### src/rtl/arb_pkg.sv
// Shared types and width helpers for the memory-port arbiter.
package arb_pkg;

   // Arbiter controller states.
   typedef enum logic [1:0] {
      IDLE   = 2'd0,
      ACCESS = 2'd1,
      DONE   = 2'd2
   } arb_state_e;

   // Bits needed to hold values 0..n-1, never less than one bit.
   function automatic int clog2_min1(input int n);
      if (n <= 32'sd2) begin
         return 32'sd1;
      end else begin
         return $clog2(n);
      end
   endfunction

   // Width of an owner index for a given number of requesters.
   function automatic int owner_w(input int num_req);
      return clog2_min1(num_req);
   endfunction

endpackage

### src/rtl/rr_arbiter.sv
// Combinational round-robin picker: first asserted request strictly after
// last_owner, wrapping modulo NUM_REQ.
module rr_arbiter
   import arb_pkg::*;
#(
   parameter int NUM_REQ = 2,
   parameter int OWNER_W = 1
) (
   input  logic [NUM_REQ-1:0] req,
   input  logic [OWNER_W-1:0] last_owner,
   output logic               valid,
   output logic [OWNER_W-1:0] winner
);

   localparam logic [OWNER_W-1:0] OWNER_LAST = OWNER_W'(NUM_REQ - 32'sd1);

   logic [OWNER_W-1:0] cand_s;

   // Walk the candidates starting one past the previous owner; the first hit wins.
   always_comb begin
      cand_s = last_owner;
      valid  = 1'b0;
      winner = '0;
      for (int i = 0; i < NUM_REQ; i++) begin
         if (cand_s == OWNER_LAST) begin
            cand_s = '0;
         end else begin
            cand_s = cand_s + OWNER_W'(1);
         end
         if (!valid && req[cand_s]) begin
            valid  = 1'b1;
            winner = cand_s;
         end else begin
            valid  = valid;
         end
      end
   end

endmodule

### src/rtl/mem_arbiter.sv
// Shares one memory port among NUM_REQ masters with round-robin arbitration,
// an optional owner lock for atomic back-to-back sequences, and a bounded
// wait for mem_ready. All outputs come straight from flops.
module mem_arbiter
   import arb_pkg::*;
#(
   parameter int NUM_REQ  = 2,
   parameter int ADDR_W   = 32,
   parameter int DATA_W   = 32,
   parameter int MAX_WAIT = 16
) (
   input  logic                      clk,
   input  logic                      rst_n,
   input  logic [NUM_REQ-1:0]        req,
   input  logic [NUM_REQ-1:0]        req_wr,
   input  logic [NUM_REQ-1:0]        req_lock,
   input  logic [NUM_REQ*ADDR_W-1:0] req_addr,
   input  logic [NUM_REQ*DATA_W-1:0] req_wdata,
   output logic [NUM_REQ-1:0]        gnt,
   output logic [NUM_REQ-1:0]        ack,
   output logic [NUM_REQ-1:0]        err,
   output logic [DATA_W-1:0]         rdata,
   output logic                      mem_rd,
   output logic                      mem_wr,
   output logic [ADDR_W-1:0]         mem_addr,
   output logic [DATA_W-1:0]         mem_wdata,
   input  logic [DATA_W-1:0]         mem_rdata,
   input  logic                      mem_ready
);

   localparam int OWNER_W = owner_w(NUM_REQ);
   localparam int CNT_W   = clog2_min1(MAX_WAIT);
   localparam bit TIMEOUT_EN = (MAX_WAIT > 32'sd0);
   localparam logic [CNT_W-1:0]   CNT_LAST   = CNT_W'(TIMEOUT_EN ? (MAX_WAIT - 32'sd1) : 32'sd0);
   localparam logic [OWNER_W-1:0] OWNER_LAST = OWNER_W'(NUM_REQ - 32'sd1);

   arb_state_e          state_q, state_d;
   logic [OWNER_W-1:0]  owner_q, owner_d;
   logic [OWNER_W-1:0]  last_q, last_d;
   logic                wr_q, wr_d;
   logic [CNT_W-1:0]    cnt_q, cnt_d;
   logic [NUM_REQ-1:0]  gnt_q, gnt_d;
   logic [NUM_REQ-1:0]  ack_q, ack_d;
   logic [NUM_REQ-1:0]  err_q, err_d;
   logic [DATA_W-1:0]   rdata_q, rdata_d;
   logic                mem_rd_q, mem_rd_d;
   logic                mem_wr_q, mem_wr_d;
   logic [ADDR_W-1:0]   mem_addr_q, mem_addr_d;
   logic [DATA_W-1:0]   mem_wdata_q, mem_wdata_d;

   logic [OWNER_W-1:0]  rr_last_s;
   logic                pick_valid_s;
   logic [OWNER_W-1:0]  pick_idx_s;
   logic                lock_keep_s;
   logic                win_valid_s;
   logic [OWNER_W-1:0]  win_idx_s;
   logic                win_wr_s;
   logic [ADDR_W-1:0]   win_addr_s;
   logic [DATA_W-1:0]   win_wdata_s;
   logic [NUM_REQ-1:0]  win_onehot_s;
   logic [NUM_REQ-1:0]  owner_onehot_s;

   // In DONE the finishing owner is the reference point for fairness, even
   // before last_owner has been updated to it.
   always_comb begin
      if (state_q == DONE) begin
         rr_last_s = owner_q;
      end else begin
         rr_last_s = last_q;
      end
   end

   rr_arbiter #(
      .NUM_REQ (NUM_REQ),
      .OWNER_W (OWNER_W)
   ) u_rr (
      .req        (req),
      .last_owner (rr_last_s),
      .valid      (pick_valid_s),
      .winner     (pick_idx_s)
   );

   // A locked owner that still requests keeps the port; otherwise round-robin decides.
   always_comb begin
      lock_keep_s = (state_q == DONE) && req_lock[owner_q] && req[owner_q];
      if (lock_keep_s) begin
         win_valid_s = 1'b1;
         win_idx_s   = owner_q;
      end else begin
         win_valid_s = pick_valid_s;
         win_idx_s   = pick_idx_s;
      end
   end

   // Select the winner's command fields and build one-hot owner vectors.
   always_comb begin
      win_wr_s       = 1'b0;
      win_addr_s     = '0;
      win_wdata_s    = '0;
      win_onehot_s   = '0;
      owner_onehot_s = '0;
      for (int i = 0; i < NUM_REQ; i++) begin
         if (OWNER_W'(i) == win_idx_s) begin
            win_wr_s        = req_wr[i];
            win_addr_s      = req_addr[i*ADDR_W +: ADDR_W];
            win_wdata_s     = req_wdata[i*DATA_W +: DATA_W];
            win_onehot_s[i] = 1'b1;
         end else begin
            win_onehot_s[i] = 1'b0;
         end
         if (OWNER_W'(i) == owner_q) begin
            owner_onehot_s[i] = 1'b1;
         end else begin
            owner_onehot_s[i] = 1'b0;
         end
      end
   end

   // Next-state and registered-output logic for the IDLE/ACCESS/DONE controller.
   always_comb begin
      state_d     = state_q;
      owner_d     = owner_q;
      last_d      = last_q;
      wr_d        = wr_q;
      cnt_d       = cnt_q;
      gnt_d       = gnt_q;
      ack_d       = '0;
      err_d       = '0;
      rdata_d     = rdata_q;
      mem_rd_d    = mem_rd_q;
      mem_wr_d    = mem_wr_q;
      mem_addr_d  = mem_addr_q;
      mem_wdata_d = mem_wdata_q;
      case (state_q)
         IDLE, DONE: begin
            if ((state_q == DONE) && !lock_keep_s) begin
               last_d = owner_q;
            end else begin
               last_d = last_q;
            end
            if (win_valid_s) begin
               state_d     = ACCESS;
               owner_d     = win_idx_s;
               wr_d        = win_wr_s;
               cnt_d       = '0;
               gnt_d       = win_onehot_s;
               mem_rd_d    = ~win_wr_s;
               mem_wr_d    = win_wr_s;
               mem_addr_d  = win_addr_s;
               mem_wdata_d = win_wdata_s;
            end else begin
               state_d  = IDLE;
               gnt_d    = '0;
               mem_rd_d = 1'b0;
               mem_wr_d = 1'b0;
            end
         end
         ACCESS: begin
            if (mem_ready) begin
               state_d  = DONE;
               ack_d    = owner_onehot_s;
               mem_rd_d = 1'b0;
               mem_wr_d = 1'b0;
               if (!wr_q) begin
                  rdata_d = mem_rdata;
               end else begin
                  rdata_d = rdata_q;
               end
            end else if (TIMEOUT_EN && (cnt_q == CNT_LAST)) begin
               state_d  = DONE;
               err_d    = owner_onehot_s;
               mem_rd_d = 1'b0;
               mem_wr_d = 1'b0;
            end else begin
               cnt_d = cnt_q + CNT_W'(1);
            end
         end
         default: begin
            state_d  = IDLE;
            gnt_d    = '0;
            mem_rd_d = 1'b0;
            mem_wr_d = 1'b0;
         end
      endcase
   end

   // State and output registers; reset points last_owner at the top index so requester 0 wins first.
   always_ff @(posedge clk or negedge rst_n) begin
      if (!rst_n) begin
         state_q     <= IDLE;
         owner_q     <= '0;
         last_q      <= OWNER_LAST;
         wr_q        <= 1'b0;
         cnt_q       <= '0;
         gnt_q       <= '0;
         ack_q       <= '0;
         err_q       <= '0;
         rdata_q     <= '0;
         mem_rd_q    <= 1'b0;
         mem_wr_q    <= 1'b0;
         mem_addr_q  <= '0;
         mem_wdata_q <= '0;
      end else begin
         state_q     <= state_d;
         owner_q     <= owner_d;
         last_q      <= last_d;
         wr_q        <= wr_d;
         cnt_q       <= cnt_d;
         gnt_q       <= gnt_d;
         ack_q       <= ack_d;
         err_q       <= err_d;
         rdata_q     <= rdata_d;
         mem_rd_q    <= mem_rd_d;
         mem_wr_q    <= mem_wr_d;
         mem_addr_q  <= mem_addr_d;
         mem_wdata_q <= mem_wdata_d;
      end
   end

   assign gnt       = gnt_q;
   assign ack       = ack_q;
   assign err       = err_q;
   assign rdata     = rdata_q;
   assign mem_rd    = mem_rd_q;
   assign mem_wr    = mem_wr_q;
   assign mem_addr  = mem_addr_q;
   assign mem_wdata = mem_wdata_q;

endmodule

### config.mk
export PLATFORM = sky130hd
export DESIGN_NAME = mem_arbiter
export DESIGN_NICKNAME = d
export VERILOG_FILES = /design/src/rtl/arb_pkg.sv /design/src/rtl/rr_arbiter.sv /design/src/rtl/mem_arbiter.sv
export SDC_FILE = /design/constraint.sdc
export NUM_CORES = 1
export LEC_CHECK = 0
export CAP_MARGIN = 20
export CORE_AREA = 2 2 107 130
export CTS_CLUSTER_SIZE = 30
export DETAILED_ROUTE_END_ITERATION = 10
export DIE_AREA = 0 0 109 132
export GPL_ROUTABILITY_DRIVEN = 0
export PLACE_DENSITY = 0.84
export SETUP_SLACK_MARGIN = 0.5
export SYNTH_ARGS = -nofsm -noshare
export SYNTH_HDL_FRONTEND = slang
export SYNTH_SLANG_ARGS = --single-unit
### constraint.sdc
create_clock -name clk -period 1.7 [get_ports clk]
set_input_delay 0.34 -clock clk [delete_from_list [all_inputs] [get_ports clk]]
set_output_delay 0.34 -clock clk [all_outputs]
set_load 0.1 [all_outputs]
==> results.toml, run 1 <==
[detailed_routing]
routed_wl_microns = 24330
postRouteAntennaNets = 0
routed-wl-met3_microns = 2425
met2WireLength_microns = 12680
post-route-drc-count = 0
wl_per_cell_microns = 23.95
first_pass_iters = 7
wl_met1_microns = 7917
via_per_inst = 5.847
drt-initial-drc-count = 349
dr_total_vias = 5941
routed.top_layer = "met4"

[logic_synthesis]
syn_area_sq_um = 5162
yosysWarnings = 0
yosysTopAreaCell = "dfrtp_1"
synth.distinct_cells = 39
synth_top_area_share_pct = 54.29
syn_area_per_cell_sq_um = 10.04
synthTopCellsByArea = "dfrtp_1 54%, nand2_1 9.8%, o211ai_1 9.5%"
synth-seq-cells = 113
synthCells = 514
seq_area_frac_synth_pct = 54.80
synthesis.nets = 684

[run_status]
violations = "hold timing, setup timing"
status = "complete, but fails checks"

[cells_and_area]
final_area_sq_um = 10930
multi_input_area_sq_um = 2350
drive_gt1_share_pct = 44.26
num-nets-final = 1002
seqCellArea_sq_um = 2960
area_growth_pct = 111.8
fin_cells = 1016
fill_cells = 591

[timing]
worst_slew_pin_slew_ns = 0.6418
hold_viol_final = 20
relSlewSlack_pct = 57.21
finalCritPeriodShare_pct = 100.3
setup_viol = 1
worst_slack_ns = -0.005579
fin_setup_tns_ns = -0.005579
max_freq_ghz = 0.5863
fin_hold_ws_ns = -0.02086
rsz0062_at_grt = "true"
post-route-min-period_ns = 1.706
slew_violations = 0
fin_skew_ns = 0.008211

[setup_path]
crit_buf_inv = 1
crit_arrival_ns = 1.99
path_class = "reg2reg"
slowest_delay_ns = 0.44
cp_max_fo = 16
setup.worst_path.end_class = "flip-flop"
critPathTopFamily = "compound AO/OA/AOI/OAI gates"
cpMaxStageDelayCell = "dfrtp_2"
cp_cell_sequence = "nor2b_4, o2111ai_4, and2_4, buf_12, o211ai_1"
required_ns = 1.98
critPathLaunchType = "flip-flop"

[cts]
cts_tree = "yes"
clk_latency_ns = 0.42
htree_levels = 4
cts-buffers-inserted = 17
clock_path_buffers = 2
cts_root_buf = "clkbuf_16"
clock-sinks = 113
path_clk_slew_ns = 0.06

[placed_design]
port_buffers = 272
post-place-cells = 930
postPlaceCellArea_sq_um = 9525
dp_slack_ns = -0.3725
dp_hpwl_microns = 13940

[global_routing]
grt_remaining_overflow = 0
grt_max_degree = 114
antenna_found_initial = 2
grt_pass1_vias = 6051
grt.total_usage_pct = 31.06
grt_pass1_wl_microns = 33980

[die]
die-area_sq_um = 14390
start_util_pct = 39.51
ios = 273
rows = 46
dieWidth_microns = 109
fp.dieH_microns = 132
coreArea_sq_um = 13070

[flow_run]
drv_cap = 0

[min_path]
hp-class = "in2async"
==> what timing repair did <==
action                     in CTS  in global routing
resized for setup              28                 14
buffers inserted               23                 17
gates cloned                    5                  6
setup endpoints to repair     213                213
hold buffers                    0                  0
pin swaps                       5                 29
==> layout make-up <==
cell class,instances,share of cell area [%]
multi-input cells,349,21.49
clock buffers,20,4.177
diodes,3,0.06867
well taps,168,1.923
clock inverters,12,1.659
repair buffers,348,43.50
inverters,3,0.1030
flip-flops and latches,113,27.08
==> sequential cells by signal, summed over array words and instances (netlist names) <==
signal / cells
rdata: 32
cnt_q: 4
mem_wdata: 32
gnt: 2
state_q: 2
wr_q: 1
mem_addr: 32
owner_q: 1
last_q: 1
err: 2
mem_rd: 1
mem_wr: 1
ack: 2
==> synthesized netlist by cell type (all sizes together) <==
master   count
nand2      135
xnor2        1
nor2b        1
o2bb2ai      2
a21oi        6
a22oi        1
o21ai        4
buf         22
o2111ai      1
nand3        1
a211o        1
a22o         1
nor2        15
dfrtp      112
o211ai      65
inv          3
and2b        1
ha           1
mux2i        1
o21a         1
nand4       65
a211oi       2
and3         3
clkbuf      27
o21bai       1
nand2b       3
mux2        32
dfstp        1
nor3         1
and2         2
nor4         1
a2bb2oi      1
==> worst paths after layout <==
check | to | slack [ns] | depth (start not counted) | start
setup reg to reg | mem_wdata[11]$_DFFE_PN0P_ | -0.006 | 5 | state_q[0]$_DFFE_PN0P_
hold / removal | mem_addr[14]$_DFFE_PN0P_ | -0.02 | 2 | rst_n
setup / recovery | mem_wdata[11]$_DFFE_PN0P_ | -0.006 | 5 | state_q[0]$_DFFE_PN0P_
max in group asynchronous | mem_wdata[2]$_DFFE_PN0P_ | 1.16 | 2 | rst_n
min in group clk | mem_addr[9]$_DFFE_PN0P_ | 0.49 | 3 | req_addr[41]
hold reg to reg | gnt[1]$_DFFE_PN0N_ | 0.54 | 2 | gnt[1]$_DFFE_PN0N_
==> per-layer routing <==
metal / GRT usage, % / up-vias
met5: 0 / -
met4: 15.31 / 0
met3: 10.97 / 104
met2: 54.00 / 435
met1: 32.65 / 2904
li1: - / 2498
==> metrics by stage <==
step | util (%) | hold slack [ns]
finish | 83.68 | -0.02086
global route | 83.64 | 0.04732
CTS | 81.09 | 0.03375
detailed placement | 72.91 | 0.4700
global placement | 72.91 | 0.4641
floorplan | - | 0.04441
==> layout by cell type, fill, tap and decap left out, types with 2 or more instances in the layout <==
cell type | synthesis | layout
o2bb2ai_1 | 2 | 2
buf_16 | 0 | 6
inv_1 | 3 | 3
buf_12 | 0 | 117
clkinvlp_4 | 0 | 4
mux2_4 | 0 | 32
buf_4 | 5 | 44
dfrtp_2 | 0 | 105
buf_6 | 1 | 6
clkbuf_8 | 0 | 2
diode_2 | 0 | 3
clkdlybuf4s50_1 | 0 | 166
nor2_2 | 1 | 3
nor2_1 | 13 | 10
clkbuf_16 | 0 | 23
clkinv_4 | 0 | 2
buf_8 | 0 | 2
nand2_1 | 135 | 134
bufinv_16 | 0 | 4
o21ai_2 | 0 | 2
o211ai_1 | 65 | 65
dfrtp_1 | 112 | 7
nor2_4 | 1 | 2
a21oi_1 | 6 | 4
and3_1 | 3 | 2
nand4_1 | 65 | 65
==> cells by family after synthesis <==
logic type	synth area share [%]
xor+xnor	0.1697
compound gates	12.41
simple gates	20.58
buf+inv	4.629
fa+ha+maj	0.2423
flops	54.80
mux	7.174
Power of run 1 is left out: the tool's default activity adds up to more than one toggle a clock period on the data nets, which glitch-free logic cannot reach.
==> run 2: changes to the inputs <==
==> constraint.sdc (replaced) <==
create_clock -name clk -period 1.67 [get_ports clk]
set_input_delay 0.334 -clock clk [delete_from_list [all_inputs] [get_ports clk]]
set_output_delay 0.334 -clock clk [all_outputs]
set_load 0.1 [all_outputs]
==> run 2 against run 1 <==
The flow now finishes without violations. Die area is the same. Design area grew 1.1%. Final cell count grew 0.39%. Global-route usage shrank 1.2 points. Worst hold slack gained 0.51 ns. Setup slack gained 0.044 ns. Clock skew is essentially flat.
==> results.toml, run 2 (same netlist as run 1, synthesis figures left out) <==
[run_status]
status = "completed"

[timing]
hold_viol_final = 0
slew_violations = 0
finalCritPeriodShare_pct = 97.69
max_freq_ghz = 0.6130
relSlewSlack_pct = 78.04
setup_viol = 0
fin_skew_ns = 0.008078
rsz0062_at_grt = "true"
post-route-min-period_ns = 1.631
fin_setup_tns_ns = 0
worst_slew_pin_slew_ns = 0.3285
fin_hold_ws_ns = 0.4941

[die]
die-area_sq_um = 14390
start_util_pct = 39.51
fp.dieH_microns = 132
rows = 46
coreArea_sq_um = 13070
dieWidth_microns = 109
ios = 273

[cells_and_area]
final_area_sq_um = 11050
fin_cells = 1020
drive_gt1_share_pct = 43.78
area_growth_pct = 114.1
fill_cells = 599
antenna_cells = 0
layout_commonest_cell = "clkdlybuf4s50_1"
layout_common_cells = "166 x clkdlybuf4s50_1, 134 x nand2_1, 124 x buf_12"
num-nets-final = 1009

[detailed_routing]
wl_per_cell_microns = 22.85
first_pass_iters = 5
post-route-drc-count = 0
postRouteAntennaNets = 0
via_per_inst = 5.686
drt-initial-drc-count = 378
dr_total_vias = 5800
routed_wl_microns = 23310

[cts]
htree_levels = 4
path_clk_slew_ns = 0.06
clk_latency_ns = 0.41
clock_path_buffers = 2
cts_root_buf = "clkbuf_16"
cts_tree = "yes"
clock-sinks = 113
cts-buffers-inserted = 17

[setup_path]
timing.rr.end = "rdata[3]$_DFFE_PN0P_"
setup.worst_path.end_class = "flip-flop"
r2r_start = "state_q[1]$_DFFE_PN0P_"
reg2regPathDepth = 5
cp_max_fo = 6
crit_arrival_ns = 1.91
path_class = "reg2reg"
required_ns = 1.95
critPathLaunchType = "flip-flop"
timing.reg2reg.setup_slack_ns = 0.04
cp-startpoint = "state_q[1]$_DFFE_PN0P_"

[min_path]
hold_end = "mem_addr[16]$_DFFE_PN0P_"
hp-class = "in2reg"
hp-start = "req_addr[48]"
min_path_cells = 3

[placed_design]
post-place-cells = 931
port_buffers = 272
dp_hpwl_microns = 13930
postPlaceCellArea_sq_um = 9558

[global_routing]
grt_pass1_vias = 6036
grt_max_degree = 63
grt_pass1_wl_microns = 32820
grt_remaining_overflow = 0
antenna_found_initial = 0
grt.total_usage_pct = 29.87

[flow_run]
drv_cap = 0
==> run 2: cell count changes in the layout (fill, tap and decap cells not counted), sizes merged <==
cell / delta
clkbuf: +6
buf: +5
bufinv: -4
diode: -3
clkinvlp: -2
bufbuf: +1
clkinv: +1
dlygate4sd3: +1
inv: -1
==> run 2: routing by layer <==
| layer | GRT usage [%] | wire length (microns) |
|---|---|---|
| met1 | 32.92 | 7864 |
| met2 | 51.38 | 12260 |
| met3 | 8.206 | 2168 |
| met4 | 15.88 | 1022 |
| met5 | 0 | 0 |
==> run 2: how the worst max path moves through the flow <==
stage / end
detailed placement: mem_addr[21]$_DFFE_PN0P_
global route: mem_addr[2]$_DFFE_PN0P_
global placement: mem_addr[21]$_DFFE_PN0P_
floorplan: mem_rd$_DFFE_PN0P_
finish: rdata[3]$_DFFE_PN0P_
CTS: mem_addr[25]$_DFFE_PN0P_
==> run 2: area by class of cell <==
type                            instances  area (sq um)  area share (%)
Multi-Input combinational cell        349          2354           21.29
Clock inverter                          6         35.03          0.3169
Clock buffer                           26         489.2           4.426
Tap cell                              168         210.2           1.902
Timing Repair Buffer                  355          4996           45.20
Inverter                                3         11.26          0.1019
Sequential cell                       113          2959           26.77
==> run 2: critical path, cell delays in order (launching register included) <==
cell and delay [ns]:
dfrtp_1 0.39, and2b_2 0.25, nand2_4 0.06, nor2_4 0.26, clkbuf_16 0.24, mux2_4 0.31
==> run 2: stage by stage <==
step,utilization [%],setup WS (ns)
finish,84.61,0.03864
global route,84.61,-0.01771
CTS,81.93,0.09658
detailed placement,73.16,-0.2758
global placement,73.16,-0.1998
floorplan,-,0.1317
==> run 2: repair_timing <==
item | in CTS | in global routing
pin swaps | 12 | 38
buffers inserted | 23 | 17
gates resized for setup | 36 | 9
setup endpoints to repair | 213 | 213
hold buffers | 1 | 0
gates cloned | 9 | 7
endpoints found under the hold margin | 112 | 0
Power of run 2 is left out for the same reason.
